`src/rtl/t03_sram_ctrl.sv`:
```
// Request/response front end for the 32x1024 dual-port SRAM macro (port 0 write, port 1 read).
// Handles one byte-addressed request at a time, with read-modify-write for partial byte writes.
module t03_sram_ctrl #(
  parameter int          ADDR_WIDTH = 10,
  parameter int          DATA_WIDTH = 32,
  parameter logic [31:0] BASE_ADDR  = 32'h0000_0000
) (
  input  logic                  clk,
  input  logic                  nrst,
  input  logic                  req_valid,
  output logic                  req_ready,
  input  logic                  req_we,
  input  logic [31:0]           req_addr,
  input  logic [DATA_WIDTH-1:0] req_wdata,
  input  logic [3:0]            req_sel,
  output logic                  resp_valid,
  output logic [DATA_WIDTH-1:0] resp_rdata,
  output logic                  resp_err,
  output logic                  sram_csb0,
  output logic [ADDR_WIDTH-1:0] sram_addr0,
  output logic [DATA_WIDTH-1:0] sram_din0,
  output logic                  sram_csb1,
  output logic [ADDR_WIDTH-1:0] sram_addr1,
  input  logic [DATA_WIDTH-1:0] sram_dout1
);

  typedef enum logic [2:0] {
    IDLE, RD_ISSUE, RD_CAP, RMW_ISSUE, RMW_CAP, WR_ISSUE, RESP
  } state_t;

  state_t                state_q, state_d;
  logic                  req_ready_q, req_ready_d;
  logic                  resp_valid_q, resp_valid_d;
  logic                  resp_err_q, resp_err_d;
  logic [DATA_WIDTH-1:0] resp_rdata_q, resp_rdata_d;
  logic                  csb0_q, csb0_d;
  logic                  csb1_q, csb1_d;
  logic [ADDR_WIDTH-1:0] addr0_q, addr0_d;
  logic [ADDR_WIDTH-1:0] addr1_q, addr1_d;
  logic [DATA_WIDTH-1:0] din0_q, din0_d;
  logic [DATA_WIDTH-1:0] wdata_q, wdata_d;
  logic [3:0]            sel_q, sel_d;

  logic [ADDR_WIDTH-1:0] word_idx;
  logic                  addr_err;

  function automatic logic [DATA_WIDTH-1:0] byte_mask(input logic [3:0] sel);
    logic [DATA_WIDTH-1:0] m;
    m = '0;
    for (int i = 0; i < 4; i++) m[8*i +: 8] = {8{sel[i]}};
    return m;
  endfunction

  assign word_idx = req_addr[ADDR_WIDTH+1:2];
  assign addr_err = (req_addr[1:0] != 2'b00) ||
                    (req_addr[31:ADDR_WIDTH+2] != BASE_ADDR[31:ADDR_WIDTH+2]);

  always_comb begin
    state_d      = state_q;
    req_ready_d  = 1'b0;
    resp_valid_d = 1'b0;
    resp_err_d   = 1'b0;
    resp_rdata_d = resp_rdata_q;
    csb0_d       = 1'b1;
    csb1_d       = 1'b1;
    addr0_d      = addr0_q;
    addr1_d      = addr1_q;
    din0_d       = din0_q;
    wdata_d      = wdata_q;
    sel_d        = sel_q;
    case (state_q)
      IDLE: begin
        req_ready_d = 1'b1;
        if (req_valid && req_ready_q) begin
          req_ready_d = 1'b0;
          wdata_d     = req_wdata;
          sel_d       = req_sel;
          if (addr_err) begin
            state_d      = RESP;
            resp_valid_d = 1'b1;
            resp_err_d   = 1'b1;
          end else if (req_we && req_sel == 4'h0) begin
            state_d      = RESP;
            resp_valid_d = 1'b1;
          end else if (req_we && req_sel == 4'hF) begin
            state_d = WR_ISSUE;
            csb0_d  = 1'b0;
            addr0_d = word_idx;
            din0_d  = req_wdata;
          end else if (req_we) begin
            // Partial write: fetch the old word first, write the merge later.
            state_d = RMW_ISSUE;
            csb1_d  = 1'b0;
            addr1_d = word_idx;
            addr0_d = word_idx;
          end else begin
            state_d = RD_ISSUE;
            csb1_d  = 1'b0;
            addr1_d = word_idx;
          end
        end
      end
      RD_ISSUE:  state_d = RD_CAP;
      RD_CAP: begin
        // dout1 is only valid up to this edge; it goes X right after.
        resp_rdata_d = sram_dout1;
        resp_valid_d = 1'b1;
        state_d      = RESP;
      end
      RMW_ISSUE: state_d = RMW_CAP;
      RMW_CAP: begin
        csb0_d  = 1'b0;
        din0_d  = (sram_dout1 & ~byte_mask(sel_q)) | (wdata_q & byte_mask(sel_q));
        state_d = WR_ISSUE;
      end
      WR_ISSUE: begin
        resp_valid_d = 1'b1;
        state_d      = RESP;
      end
      RESP: begin
        req_ready_d = 1'b1;
        state_d     = IDLE;
      end
      default: state_d = IDLE;
    endcase
  end

  always_ff @(posedge clk or negedge nrst) begin
    if (!nrst) begin
      state_q      <= IDLE;
      req_ready_q  <= 1'b0;
      resp_valid_q <= 1'b0;
      resp_err_q   <= 1'b0;
      resp_rdata_q <= '0;
      csb0_q       <= 1'b1;
      csb1_q       <= 1'b1;
      addr0_q      <= '0;
      addr1_q      <= '0;
      din0_q       <= '0;
      wdata_q      <= '0;
      sel_q        <= '0;
    end else begin
      state_q      <= state_d;
      req_ready_q  <= req_ready_d;
      resp_valid_q <= resp_valid_d;
      resp_err_q   <= resp_err_d;
      resp_rdata_q <= resp_rdata_d;
      csb0_q       <= csb0_d;
      csb1_q       <= csb1_d;
      addr0_q      <= addr0_d;
      addr1_q      <= addr1_d;
      din0_q       <= din0_d;
      wdata_q      <= wdata_d;
      sel_q        <= sel_d;
    end
  end

  assign req_ready  = req_ready_q;
  assign resp_valid = resp_valid_q;
  assign resp_err   = resp_err_q;
  assign resp_rdata = resp_rdata_q;
  assign sram_csb0  = csb0_q;
  assign sram_csb1  = csb1_q;
  assign sram_addr0 = addr0_q;
  assign sram_addr1 = addr1_q;
  assign sram_din0  = din0_q;

endmodule

```
`config.mk`:
```
export PLATFORM = sky130hd
export DESIGN_NAME = t03_sram_ctrl
export DESIGN_NICKNAME = d
export VERILOG_FILES = /design/src/rtl/t03_sram_ctrl.sv
export SDC_FILE = /design/constraint.sdc
export NUM_CORES = 1
export LEC_CHECK = 0
export CORE_AREA = 3 3 116 118
export CTS_CLUSTER_DIAMETER = 200
export DETAILED_ROUTE_END_ITERATION = 16
export DIE_AREA = 0 0 119 121
export GPL_TIMING_DRIVEN = 0
export PLACE_DENSITY = 0.78
export SLEW_MARGIN = 20
export SYNTH_ARGS = -nofsm -noshare
export SYNTH_HDL_FRONTEND = slang
export SYNTH_SLANG_ARGS = --single-unit
export TNS_END_PERCENT = 20
```
`constraint.sdc`:
```
create_clock -name clk -period 2.5 [get_ports clk]
set_input_delay 0.5 -clock clk [delete_from_list [all_inputs] [get_ports clk]]
set_output_delay 0.5 -clock clk [all_outputs]
set_load 0.1 [all_outputs]
```
==> flow_summary.yaml, run 1 <==
min_path:
  min_from: "wdata_q[4]$_DFFE_PN0P_"
  hold_depth: 2
  holdPathEnd: "wdata_q[4]$_DFFE_PN0P_"
  hp-class: "reg -> reg"
drt:
  viasPerCell: 5.30
  vias: 4930
  first_iter_violations: 351
  dr.pass1.iters: 5
  routed_wl_um: 16900
  drc: 0
  drtAntennaViolNets: 0
  wl_per_cell_um: 18.2
final_layout:
  num_antenna_cells: 0
  utilization: 0.662
  design_area_mm2: 0.00832
  drive_gt1_frac: 0.133
  most-common-layout-cells: "188 x clkdlybuf4s50_1, 143 x nand2_1, 126 x dfrtp_1"
  syn2layout_area_growth_pct: 49.7
  final_common_cell: "clkdlybuf4s50_1"
  final_nets: 850
timing:
  relSlewSlack: 0.315
  whs_ps: 472
  setup_ws_ps: 61.0
  fin_skew_ps: 5.55
  slew_viol_final: 0
  worst_slew_pin_slew_ps: 1020
  fin_crit_sh: 0.976
  fmax_mhz: 410
  hold_viol: 0
  finalSetupViolCount: 0
  fin_crit_ps: 2440
  grt_setup_unrepaired: "no"
critical_path:
  cp_num_buf_inv: 2
  crit_arrival_ps: 2710
  slowest_stage: "clkdlybuf4s50_1"
  crit_path_end_kind: "register"
  r2r_cells: 7
  path_cells: "clkdlybuf4s50_1 > nor4_2 > nand4_1 > nor3_4 > and4_2 > clkbuf_2 > o21ai_0"
  timing.critical_path.from: "req_addr[25]"
  cp_slowest_stage_delay_ps: 410
  timing.rr.end: "sram_din0[10]$_DFFE_PN0P_"
  worstSetupPathType: "in -> reg"
  cp-start-kind: "input port"
  r2r_start: "state_q[2]$_DFFE_PN0N_"
  critPathMaxFanout: 10
  rrSetupSlack_ps: 180
  crit_family: "simple AND/OR/NAND/NOR gates"
  worstPathRequired_ps: 2770
clock_tree:
  cts_max_level: 4
  cts_root_buf: "clkbuf_16"
  clk_pin_slew_ps: 50
  cts_buffers: 17
  clk_path_buf_depth: 2
  cts.sinks: 128
  cts_tree: "yes"
  clock_latency_ps: 410
run:
  cap_violations: 0
floorplan:
  dieArea_mm2: 0.0144
  start_util: 0.442
  die_h_um: 121
  io_pins: 193
  die_w_um: 119
  coreArea_mm2: 0.0126
  rows: 41
global_routing:
  grt.overflow.total: 0
  grt_pass1_wl_um: 27200
  first_global_vias: 5201
  grt_antenna_before_repair: 0
  grt_max_degree: 98
  gr-usage-all-layers: 0.244
synth:
  yosysSeqAreaShare: 0.577
  synth_seq_cells: 128
  ys_types: 32
  syn_area_per_cell_um2: 10.5
  synthesis.area_mm2: 0.00556
  yosysWarningCount: 0
  syn-num-nets: 634
  synth_cells: 529
placement:
  dpl_cell_area_mm2: 0.00773
  port-buffer-count: 192
  hpwlAfterDp_um: 12100
  post-place-ws_ps: -716
  gp_congestion: 0.803
status:
  status: "finished, final reports clean"
==> synthesized netlist by cell type <==
master | count | area share
nand2_1 | 143 | 0.097
dfrtp_1 | 126 | 0.57
o21ai_0 | 60 | 0.054
mux2_2 | 52 | 0.11
nand3_1 | 33 | 0.030
mux2i_1 | 32 | 0.058
clkbuf_1 | 21 | 0.014
nor4_1 | 8 | 0.0090
buf_2 | 6 | 0.0054
nor2_1 | 6 | 0.0041
buf_1 | 5 | 0.0034
o21ai_1 | 5 | 0.0045
a21oi_1 | 4 | 0.0036
clkbuf_2 | 3 | 0.0027
a211oi_1 | 2 | 0.0027
and2_1 | 2 | 0.0023
and4_1 | 2 | 0.0032
dfstp_2 | 2 | 0.0095
nand2b_1 | 2 | 0.0023
nand3_2 | 2 | 0.0036
nor3_1 | 2 | 0.0018
a21o_1 | 1 | 0.0014
a311oi_1 | 1 | 0.0016
a31oi_1 | 1 | 0.0011
and3_1 | 1 | 0.0011
ha_1 | 1 | 0.0023
inv_1 | 1 | 0.00067
nand4_1 | 1 | 0.0011
nor3_4 | 1 | 0.0029
nor4_2 | 1 | 0.0023
o41ai_1 | 1 | 0.0016
or3_1 | 1 | 0.0011
==> logic make-up (layout without fill, tap and decap cells) <==
group	count (synthesis)	in the layout	share of synthesized area
simple gates	205	205	0.161
flops	128	128	0.577
mux	84	84	0.163
compound gates	75	75	0.0705
buf+inv	36	265	0.0263
fa+ha+maj	1	1	0.00225
==> flip-flops by register name, indices dropped and copies added (netlist names) <==
| register | count |
|---|---|
| req_ready | 1 |
| resp_err | 1 |
| resp_rdata | 32 |
| resp_valid | 1 |
| sel_q | 4 |
| sram_addr0 | 10 |
| sram_addr1 | 10 |
| sram_csb0 | 1 |
| sram_csb1 | 1 |
| sram_din0 | 32 |
| state_q | 3 |
| wdata_q | 32 |
==> final cells by class <==
type | count | area, um2
clock inverter | 7 | 60.1
fill | 1023 | 4250
buffer | 35 | 150
timing repair buffer | 197 | 1980
multi-input combinational | 365 | 2230
clock buffer | 25 | 475
tap | 172 | 215
sequential | 128 | 3210
inverter | 1 | 3.75
==> worst min-delay path: cells and delay by family (launching register included) <==
kind	cells	cell delay (ps)
simple gates	2	100
flops	1	340
==> metal layers <==
metal,track usage,up-vias,part of all wire
met2,0.415,230,0.51
met4,0.0934,0,0.015
met5,0,-,0
li1,-,2249,-
met3,0.0788,19,0.084
met1,0.288,2432,0.39
==> worst max path at each step <==
stage | endpoint | cells after the start | slack [ps]
final | sram_din0[0]$_DFFE_PN0P_ | 7 | 60
after global routing | resp_rdata[28] | 1 | 2
after CTS | sram_din0[11]$_DFFE_PN0P_ | 8 | 20
after detailed placement | sram_din0[28]$_DFFE_PN0P_ | 7 | -720
after global placement | sram_din0[5]$_DFFE_PN0P_ | 1 | -4040
after floorplan | sram_din0[19]$_DFFE_PN0P_ | 6 | 190
==> per-stage QoR <==
step                      TNS (ps)  cells
final                            0    930
after global routing             0    930
after CTS                        0    930
after detailed placement    -35170    894
after global placement     -540700    893
after floorplan                  0    529
==> timing repair <==
| action | in CTS | in global routing |
|---|---|---|
| hold endpoints to repair | 31 | 0 |
| setup buffers | 3 | 0 |
| setup endpoints to repair | 83 | 29 |
| pin swaps | 2 | 1 |
| hold buffers | 1 | 0 |
| gates resized for setup | 9 | 1 |
Power of run 1 is not shown: default switching activity piles up to over one toggle a cycle in this logic, so the estimate is an artifact.
==> inputs of run 2 (changes only) <==
SKIP_CTS_REPAIR_TIMING = 1   (was unset)
SLEW_MARGIN = unset   (was 20)
==> flow_summary.yaml, run 2 (synthesis gave the netlist of run 1 again) <==
status:
  status: "finished, final reports clean"
final_layout:
  num_antenna_cells: 0
  regArea_mm2: 0.00321
  syn2layout_area_growth_pct: 50.5
  design_area_mm2: 0.00836
  multi_input_area_mm2: 0.00222
  finalNonFillerCells: 930
  most-common-layout-cells: "188 x clkdlybuf4s50_1, 143 x nand2_1, 126 x dfrtp_1"
  final_nets: 851
  final_common_cell: "clkdlybuf4s50_1"
  drive_gt1_frac: 0.135
  fill_cells: 1028
clock_tree:
  cts_root_buf: "clkbuf_16"
  clk_pin_slew_ps: 50
  cts_max_level: 4
  clock_latency_ps: 410
  cts.sinks: 128
  cts_buffers: 17
  clk_path_buf_depth: 2
  cts_tree: "yes"
global_routing:
  busiest_layer: "met2"
  gr-usage-met3: 0.0816
  grt.overflow.total: 0
  grt_antenna_before_repair: 0
  grt_max_degree: 99
  gr-usage-all-layers: 0.244
  first_global_vias: 5233
  use_met2: 0.414
  grt.met1_usage: 0.293
  grt_pass1_wl_um: 27500
drt:
  drtAntennaViolNets: 0
  viasPerCell: 5.23
  dr.pass1.iters: 4
  drc: 0
  wl_per_cell_um: 18.1
  first_iter_violations: 506
  routed_wl_um: 16900
  vias: 4864
timing:
  setup_tns_ps: 0
  hold_viol: 0
  finalSetupViolCount: 0
  fin_crit_ps: 2430
  slew_viol_final: 0
  grt_setup_unrepaired: "no"
  fin_skew_ps: 4.62
  whs_ps: 477
  worst_slew_pin_slew_ps: 1030
  relSlewSlack: 0.314
  fin_crit_sh: 0.973
  fmax_mhz: 411
floorplan:
  dieArea_mm2: 0.0144
  coreArea_mm2: 0.0126
  die_h_um: 121
  rows: 41
  start_util: 0.442
  die_w_um: 119
  io_pins: 193
critical_path:
  worstSetupPathDepth: 1
  slowest_stage: "clkdlybuf4s50_1"
  cp_num_buf_inv: 1
  rrSetupSlack_ps: 220
  timing.critical_path.from: "sram_din0[28]$_DFFE_PN0P_"
  r2r_start: "state_q[1]$_DFFE_PN0N_"
  crit_path_end_kind: "output pin"
  endpoint: "sram_din0[28]"
  timing.rr.end: "resp_rdata[18]$_DFFE_PN0N_"
  critPathMaxFanout: 2
  path_cells: "clkdlybuf4s50_1"
  r2r_cells: 5
  crit_family: "buffers and inverters"
  worstSetupPathType: "reg -> out"
  crit_arrival_ps: 1930
  cp_slowest_stage_delay_ps: 1180
  cp-start-kind: "register"
  worstPathRequired_ps: 2000
placement:
  dpl_cell_area_mm2: 0.00772
  hpwlAfterDp_um: 12100
  gp_congestion: 0.803
  dp.cells: 894
  port-buffer-count: 192
min_path:
  hp-class: "reg -> reg"
run:
  cap_violations: 0
==> run 2: cell count changes in the layout (fill, tap and decap cells not counted), moves of 3 or more <==
cell / change
buf_2: +3
clkbuf_1: -3
dlygate4sd2_1: -3
dlymetal6s2s_1: +3
==> run 2: layer usage <==
| metal | wire length [um] | vias to the layer above | part of all wire |
|---|---|---|---|
| li1 | - | 2251 | - |
| met1 | 6690 | 2390 | 0.40 |
| met2 | 8540 | 202 | 0.51 |
| met3 | 1400 | 21 | 0.083 |
| met4 | 233 | 0 | 0.014 |
| met5 | 0 | - | 0 |
==> run 2: area by class of cell <==
type                    instances  area share
flip-flops and latches        128       0.383
plain buffers                  35      0.0172
well taps                     172      0.0257
clock buffers                  25      0.0593
repair buffers                198       0.239
inverters                       1    0.000449
multi-input cells             365       0.265
clock inverters                 6     0.00958
==> run 2: worst min path at each step <==
stage               slack (ps)  cells after the start                     from                    endpoint
finish                     480                      2  wdata_q[15]$_DFFE_PN0P_     wdata_q[15]$_DFFE_PN0P_
global route               500                      2  wdata_q[15]$_DFFE_PN0P_     wdata_q[15]$_DFFE_PN0P_
CTS                        -30                      1                     nrst  resp_rdata[25]$_DFFE_PN0N_
detailed placement         400                      1                     nrst   sram_din0[23]$_DFFE_PN0P_
global placement           460                      2   wdata_q[4]$_DFFE_PN0P_      wdata_q[4]$_DFFE_PN0P_
floorplan                  200                      0                     nrst         req_ready$_DFF_PN0_
==> run 2: metrics by stage <==
stage / utilization / setup WS [ps]
floorplan: - / 185
global placement: 0.612 / -4040
detailed placement: 0.614 / -709
CTS: 0.660 / -286
global route: 0.665 / 0.372
finish: 0.665 / 67.0
Power of run 2 is left out for the same reason.
